$ cat src/rtl/rtype_fetch_ctrl.sv
// rtype_fetch_ctrl: multi-cycle fetch/decode/execute sequencer for RV32I R-type
// instructions. It holds a PC and a small loadable instruction memory, and drives
// the register-file/ALU datapath. Each instruction takes three cycles:
// FETCH, DECODE and EXEC. Any encoding outside the supported R-type set stops the
// sequencer in HALT until reset. An all-zero word acts as the program terminator.
module rtype_fetch_ctrl #(
  parameter int IMEM_DEPTH = 32,
  parameter int AW         = 5,
  parameter int CNT_W      = 16
) (
  input  logic             clock,
  input  logic             reset,
  input  logic             run,
  input  logic             imem_we,
  input  logic [AW-1:0]    imem_addr,
  input  logic [31:0]      imem_wdata,
  output logic [4:0]       read_reg_num1,
  output logic [4:0]       read_reg_num2,
  output logic [4:0]       write_reg,
  output logic [3:0]       alu_control,
  output logic             regwrite,
  output logic [31:0]      pc,
  output logic             halted,
  output logic [CNT_W-1:0] retired
);

  localparam logic [6:0] OPC_RTYPE = 7'b0110011;

  typedef enum logic [2:0] {
    S_IDLE,
    S_FETCH,
    S_DECODE,
    S_EXEC,
    S_HALT
  } state_t;

  state_t state;
  state_t state_next;

  logic [31:0]   imem [IMEM_DEPTH];
  logic [31:0]   instr_reg;

  // Fields of the latched instruction
  logic [6:0]    opcode;
  logic [4:0]    rd_f;
  logic [2:0]    funct3;
  logic [4:0]    rs1_f;
  logic [4:0]    rs2_f;
  logic [6:0]    funct7;

  logic [4:0]    dec_word;
  logic          dec_legal;
  logic [3:0]    dec_alu;

  logic [AW-1:0] pc_idx;
  logic [AW-1:0] pc_idx_inc;
  logic [31:0]   pc_inc;
  logic          mem_wr_ok;

  // Maps funct7/funct3 to {legal, alu_control}; anything not listed is illegal.
  function automatic logic [4:0] alu_decode(input logic [6:0] f7, input logic [2:0] f3);
    logic [4:0] r;
    r = 5'b0_0000;
    case ({f7, f3})
      {7'h00, 3'b000}: r = 5'b1_0010; // ADD
      {7'h20, 3'b000}: r = 5'b1_0110; // SUB
      {7'h00, 3'b111}: r = 5'b1_0000; // AND
      {7'h00, 3'b110}: r = 5'b1_0001; // OR
      {7'h00, 3'b100}: r = 5'b1_0011; // XOR
      {7'h00, 3'b001}: r = 5'b1_0100; // SLL
      {7'h00, 3'b101}: r = 5'b1_0101; // SRL
      {7'h00, 3'b010}: r = 5'b1_0111; // SLT
      {7'h00, 3'b011}: r = 5'b1_1000; // SLTU
      default:         r = 5'b0_0000;
    endcase
    return r;
  endfunction

  assign opcode = instr_reg[6:0];
  assign rd_f   = instr_reg[11:7];
  assign funct3 = instr_reg[14:12];
  assign rs1_f  = instr_reg[19:15];
  assign rs2_f  = instr_reg[24:20];
  assign funct7 = instr_reg[31:25];

  assign dec_word  = alu_decode(funct7, funct3);
  assign dec_legal = (opcode == OPC_RTYPE) && dec_word[4];
  assign dec_alu   = dec_word[3:0];

  // PC only ever holds word-aligned addresses inside the memory, so the
  // increment happens on the word index and wraps naturally at the top.
  assign pc_idx     = pc[AW+1:2];
  assign pc_idx_inc = pc_idx + AW'(1);
  assign pc_inc     = {{(30-AW){1'b0}}, pc_idx_inc, 2'b00};

  // The program can only be changed while the sequencer is not executing.
  assign mem_wr_ok = imem_we && ((state == S_IDLE) || (state == S_HALT));

  // State register
  always_ff @(posedge clock) begin
    if (reset) begin
      state <= S_IDLE;
    end else begin
      state <= state_next;
    end
  end

  // Next-state logic
  always_comb begin
    state_next = state;
    case (state)
      S_IDLE:   if (run) state_next = S_FETCH;
      S_FETCH:  state_next = S_DECODE;
      S_DECODE: state_next = dec_legal ? S_EXEC : S_HALT;
      S_EXEC:   state_next = run ? S_FETCH : S_IDLE;
      S_HALT:   state_next = S_HALT;
      default:  state_next = S_IDLE;
    endcase
  end

  // Instruction memory write port; contents survive reset
  always_ff @(posedge clock) begin
    if (mem_wr_ok) begin
      imem[imem_addr] <= imem_wdata;
    end
  end

  // ---- stage boundary: FETCH -> DECODE (synchronous memory read) ----
  // Instruction register, loaded from memory at the current PC during FETCH
  always_ff @(posedge clock) begin
    if (reset) begin
      instr_reg <= '0;
    end else if (state == S_FETCH) begin
      instr_reg <= imem[pc_idx];
    end
  end

  // ---- stage boundary: DECODE -> EXEC -> retire ----
  // Registered datapath controls, PC, retire counter and halt flag
  always_ff @(posedge clock) begin
    if (reset) begin
      read_reg_num1 <= '0;
      read_reg_num2 <= '0;
      write_reg     <= '0;
      alu_control   <= '0;
      regwrite      <= 1'b0;
      pc            <= '0;
      retired       <= '0;
      halted        <= 1'b0;
    end else begin
      // The write strobe lives for the single EXEC cycle only.
      regwrite <= 1'b0;
      halted   <= (state_next == S_HALT);
      case (state)
        S_DECODE: begin
          // Illegal words leave the previous register numbers in place.
          if (dec_legal) begin
            read_reg_num1 <= rs1_f;
            read_reg_num2 <= rs2_f;
            write_reg     <= rd_f;
            alu_control   <= dec_alu;
            regwrite      <= (rd_f != 5'd0);
          end
        end
        S_EXEC: begin
          pc      <= pc_inc;
          retired <= retired + CNT_W'(1);
        end
        default: ;
      endcase
    end
  end

endmodule

$ cat config.mk
export PLATFORM = sky130hd
export DESIGN_NAME = rtype_fetch_ctrl
export DESIGN_NICKNAME = d
export VERILOG_FILES = /design/src/rtl/rtype_fetch_ctrl.sv
export SDC_FILE = /design/constraint.sdc
export NUM_CORES = 1
export LEC_CHECK = 0
export CAP_MARGIN = 20
export CORE_ASPECT_RATIO = 0.6
export CORE_MARGIN = 5
export CORE_UTILIZATION = 40
export CTS_CLUSTER_SIZE = 40
export DETAILED_ROUTE_END_ITERATION = 7
export SLEW_MARGIN = 20
export SYNTH_ARGS = -nofsm -noshare
export SYNTH_HDL_FRONTEND = slang
export SYNTH_SLANG_ARGS = --single-unit
$ cat constraint.sdc
create_clock -name clock -period 2.85 [get_ports clock]
set_clock_uncertainty 0.2 [all_clocks]
set_input_delay 0.57 -clock clock [delete_from_list [all_inputs] [get_ports clock]]
set_output_delay 0.57 -clock clock [all_outputs]
set_load 0.005 [all_outputs]
==> flow_metrics.env <==
export IMPL_rr_startpoint="pc[3]"
export IMPL_syn_mean_instance_area_sq_um=19.0
export IMPL_post_layout_nonfiller_instances=4006
export IMPL_floorplan_die_area_sq_um=113000
export IMPL_irDropWorstVdd_v=0.000451
export IMPL_min_from="run"
export IMPL_tritoncts="yes"
export IMPL_ys_warnings_count=0
export IMPL_finish_net_count=2555
export IMPL_synth_seq_area_share=0.758
export IMPL_antenna_left=0
export IMPL_grt_total_usage=0.199
export IMPL_path_max_fanout=14
export IMPL_final_seq_area_sq_um=32300
export IMPL_place_port_buffers=82
export IMPL_h_tree_depth=3
export IMPL_pin_count=110
export IMPL_detailedRoute_firstIterationViolations=2796
export IMPL_synth_async_reset_ratio=0
export IMPL_synth_cell_area_sq_um=42600
export IMPL_post_synth_main_area_contributors="edfxtp_1, mux4_2, mux2i_1"
export IMPL_maxSlewHeadroom=0.304
export IMPL_min_period_over_period=0.953
export IMPL_timing_final_hold_violations=0
export IMPL_synth_compound_area_frac=0.0317
export IMPL_min_delay_path_class="input pin to flop"
export IMPL_maximum_capacitance_violations=0
export IMPL_max_clock_freq_mhz=368
export IMPL_synth_seq_cells=1101
export IMPL_postCtsHoldBufs=0
export IMPL_synth_top_family_by_area="multiplexers"
export IMPL_dr_total_vias=22500
export IMPL_worst_r2r_endpoint="instr_reg[1]"
export IMPL_largest_register_ff_count=1024
export IMPL_p_total_mw=32.0
export IMPL_synthDominantCellAreaShare=0.721
export IMPL_synth_top_cell_by_area="edfxtp_1"
export IMPL_leakage_nw=15.5
export IMPL_final_layout_size_suffix_gt1_frac=0.235
export IMPL_buffer_depth_of_the_longest_clock_path=3
export IMPL_critPathKind="flop to primary output"
export IMPL_remaining_drc_errors=0
export IMPL_synth_edf_count=1024
export IMPL_post_synth_and_or_nand_nor_area_fraction=0.0368
export IMPL_grt_pass1_vias=22600
export IMPL_worst_max_slew_pin_slew_ps=1040
export IMPL_clk_transition_reported_paths_ps=70
export IMPL_area_growth_pct=18.5
export IMPL_timing_critical_path_arrival_ps=1950
export IMPL_critical_path_required_ps=2080
export IMPL_post_dp_cell_area_sq_um=47200
export IMPL_global_route_overflow_total=0
export IMPL_viasPerCell=5.63
export IMPL_largest_net_degree_at_the_start_of_global_routing=49
export IMPL_post_synthesis_instance_total=2244
export IMPL_p_per_area_nw_per_um2=634
export IMPL_critical_path_startpoint_type="flop"
export IMPL_floorplan_die_height_microns=263
export IMPL_synth_xor_xnor_area_share=0.00349
export IMPL_clock_sinks=1101
export IMPL_synth_adder_area_share=0.000822
export IMPL_clk_insertion_delay_late_ps=710
export IMPL_synth_cell_types=48
export IMPL_gp_routability_congestion=0.850
export IMPL_cts_buffers=98
export IMPL_hold_path_depth=3
export IMPL_synth_flop_type="edfxtp_1"
export IMPL_cts_root_buf="clkbuf_16"
export IMPL_antenna_found_initial=9
export IMPL_grt_setup_unrepaired="false"
export IMPL_num_rows=92
export IMPL_final_cell_area_sq_um=50500
export IMPL_r2r_setup_slack_ps=220
export IMPL_core_sq_um=105000
export IMPL_fin_util=0.479
export IMPL_fillerInstances=8695
export IMPL_detailed_place_hpwl_microns=71800
export IMPL_multiInputGateArea_sq_um=9880
export IMPL_drt_total_wl_microns=114000
export IMPL_first_pass_grt_wire_length_microns=163000
export IMPL_report_final_slew_viol_count=0
export IMPL_setup_tns_final_ps=0
export IMPL_routed_wire_per_std_cell_microns=28.4
export IMPL_drtPass1Iterations=7
export IMPL_width_of_the_die_microns=431
export IMPL_timing_hold_worst_endpoint="state[0]"
export IMPL_result_of_the_run="complete, no violations"
export IMPL_period_minus_slack_ps=2720
export IMPL_muxShareOfSynthArea=0.150
export IMPL_timing_critical_path_to_type="primary output"
export IMPL_initial_core_util=0.404
export IMPL_dp_cells=3813
export IMPL_rr_worst_depth=8
export IMPL_setup_violations=0
==> critical path, stage by stage (launching register included) <==
cell and delay (ps):
dfxtp_4 400, buf_4 260, clkdlybuf4s50_1 570
==> worst max path at each step <==
stage	cells after the start	start	end	slack, ps
final	2	pc[5]	pc[5]	130
after global routing	2	pc[5]	pc[5]	30
after CTS	2	pc[2]	pc[2]	60
after detailed placement	4	imem_addr[3]	imem[11][22]	70
after global placement	4	imem_addr[3]	imem[11][22]	90
after floorplan	6	state[0]	imem[12][0]	-260
==> layer usage <==
layer | vias to the layer above | part of all wire | routed length (microns) | global-route usage
met5 | - | 0.00018 | 21 | 0
met4 | 4 | 0.020 | 2270 | 0.0438
met3 | 134 | 0.11 | 12500 | 0.0685
met2 | 1133 | 0.42 | 48100 | 0.280
met1 | 11700 | 0.45 | 50700 | 0.298
li1 | 9537 | - | - | -
==> synthesized netlist by cell type, types with 20 or more instances <==
master / count
and3_1: 33
mux2_2: 32
buf_2: 48
clkbuf_1: 46
o22ai_1: 32
edfxtp_1: 1024
mux2i_1: 244
buf_4: 46
o221a_2: 20
nor2_1: 145
nand2_1: 111
o2111ai_1: 62
a21oi_1: 35
mux4_2: 160
dfxtp_1: 77
==> cell families (layout without fill, tap and decap cells) <==
group	Yosys count	in the layout
compound gates	177	177
xor+xnor	17	17
fa+ha+maj	3	3
buf+inv	154	479
flops	1101	1101
mux	436	436
other cells	1	28
simple gates	355	355
==> layout make-up <==
type / instances / share of cell area
Sequential cell: 1101 / 0.640
Multi-Input combinational cell: 1015 / 0.196
Timing Repair Buffer: 292 / 0.0658
Clock buffer: 132 / 0.0525
Tap cell: 1410 / 0.0349
Clock inverter: 51 / 0.0112
Inverter: 4 / 0.000297
Antenna cell: 1 / 0.0000495
==> report_power, final <==
| group | switching, mW | leakage (nW) | total [mW] | internal (mW) |
|---|---|---|---|---|
| sequential | 0.0479 | 9.85 | 17.8 | 17.8 |
| clock | 5.96 | 1.57 | 13.4 | 7.41 |
| combinational | 0.581 | 4.07 | 0.836 | 0.255 |
==> cells in the final DEF (no fill, tap or decap), types with 35 or more instances in the layout <==
master           instances
edfxtp_1              1024
mux2i_1                243
mux4_2                 160
buf_4                  137
nor2_1                 112
nand2_1                111
clkbuf_16               98
clkdlybuf4s50_1         81
dfxtp_1                 72
buf_12                  71
o2111ai_1               62
a21oi_1                 35
==> per-stage QoR <==
step	hold WS, ps	setup WS (ps)
after floorplan	225	-260
after global placement	272	87.6
after detailed placement	291	72.9
after CTS	255	60.1
after global routing	311	34.3
final	299	134
==> what timing repair did <==
item | 4_1_cts | 5_1_grt
resized for setup | 1 | 1
setup buffers | 7 | 0
endpoints found under the setup margin | 2 | 1
cloned | 1 | 0
(Power assumes the default switching activity.)
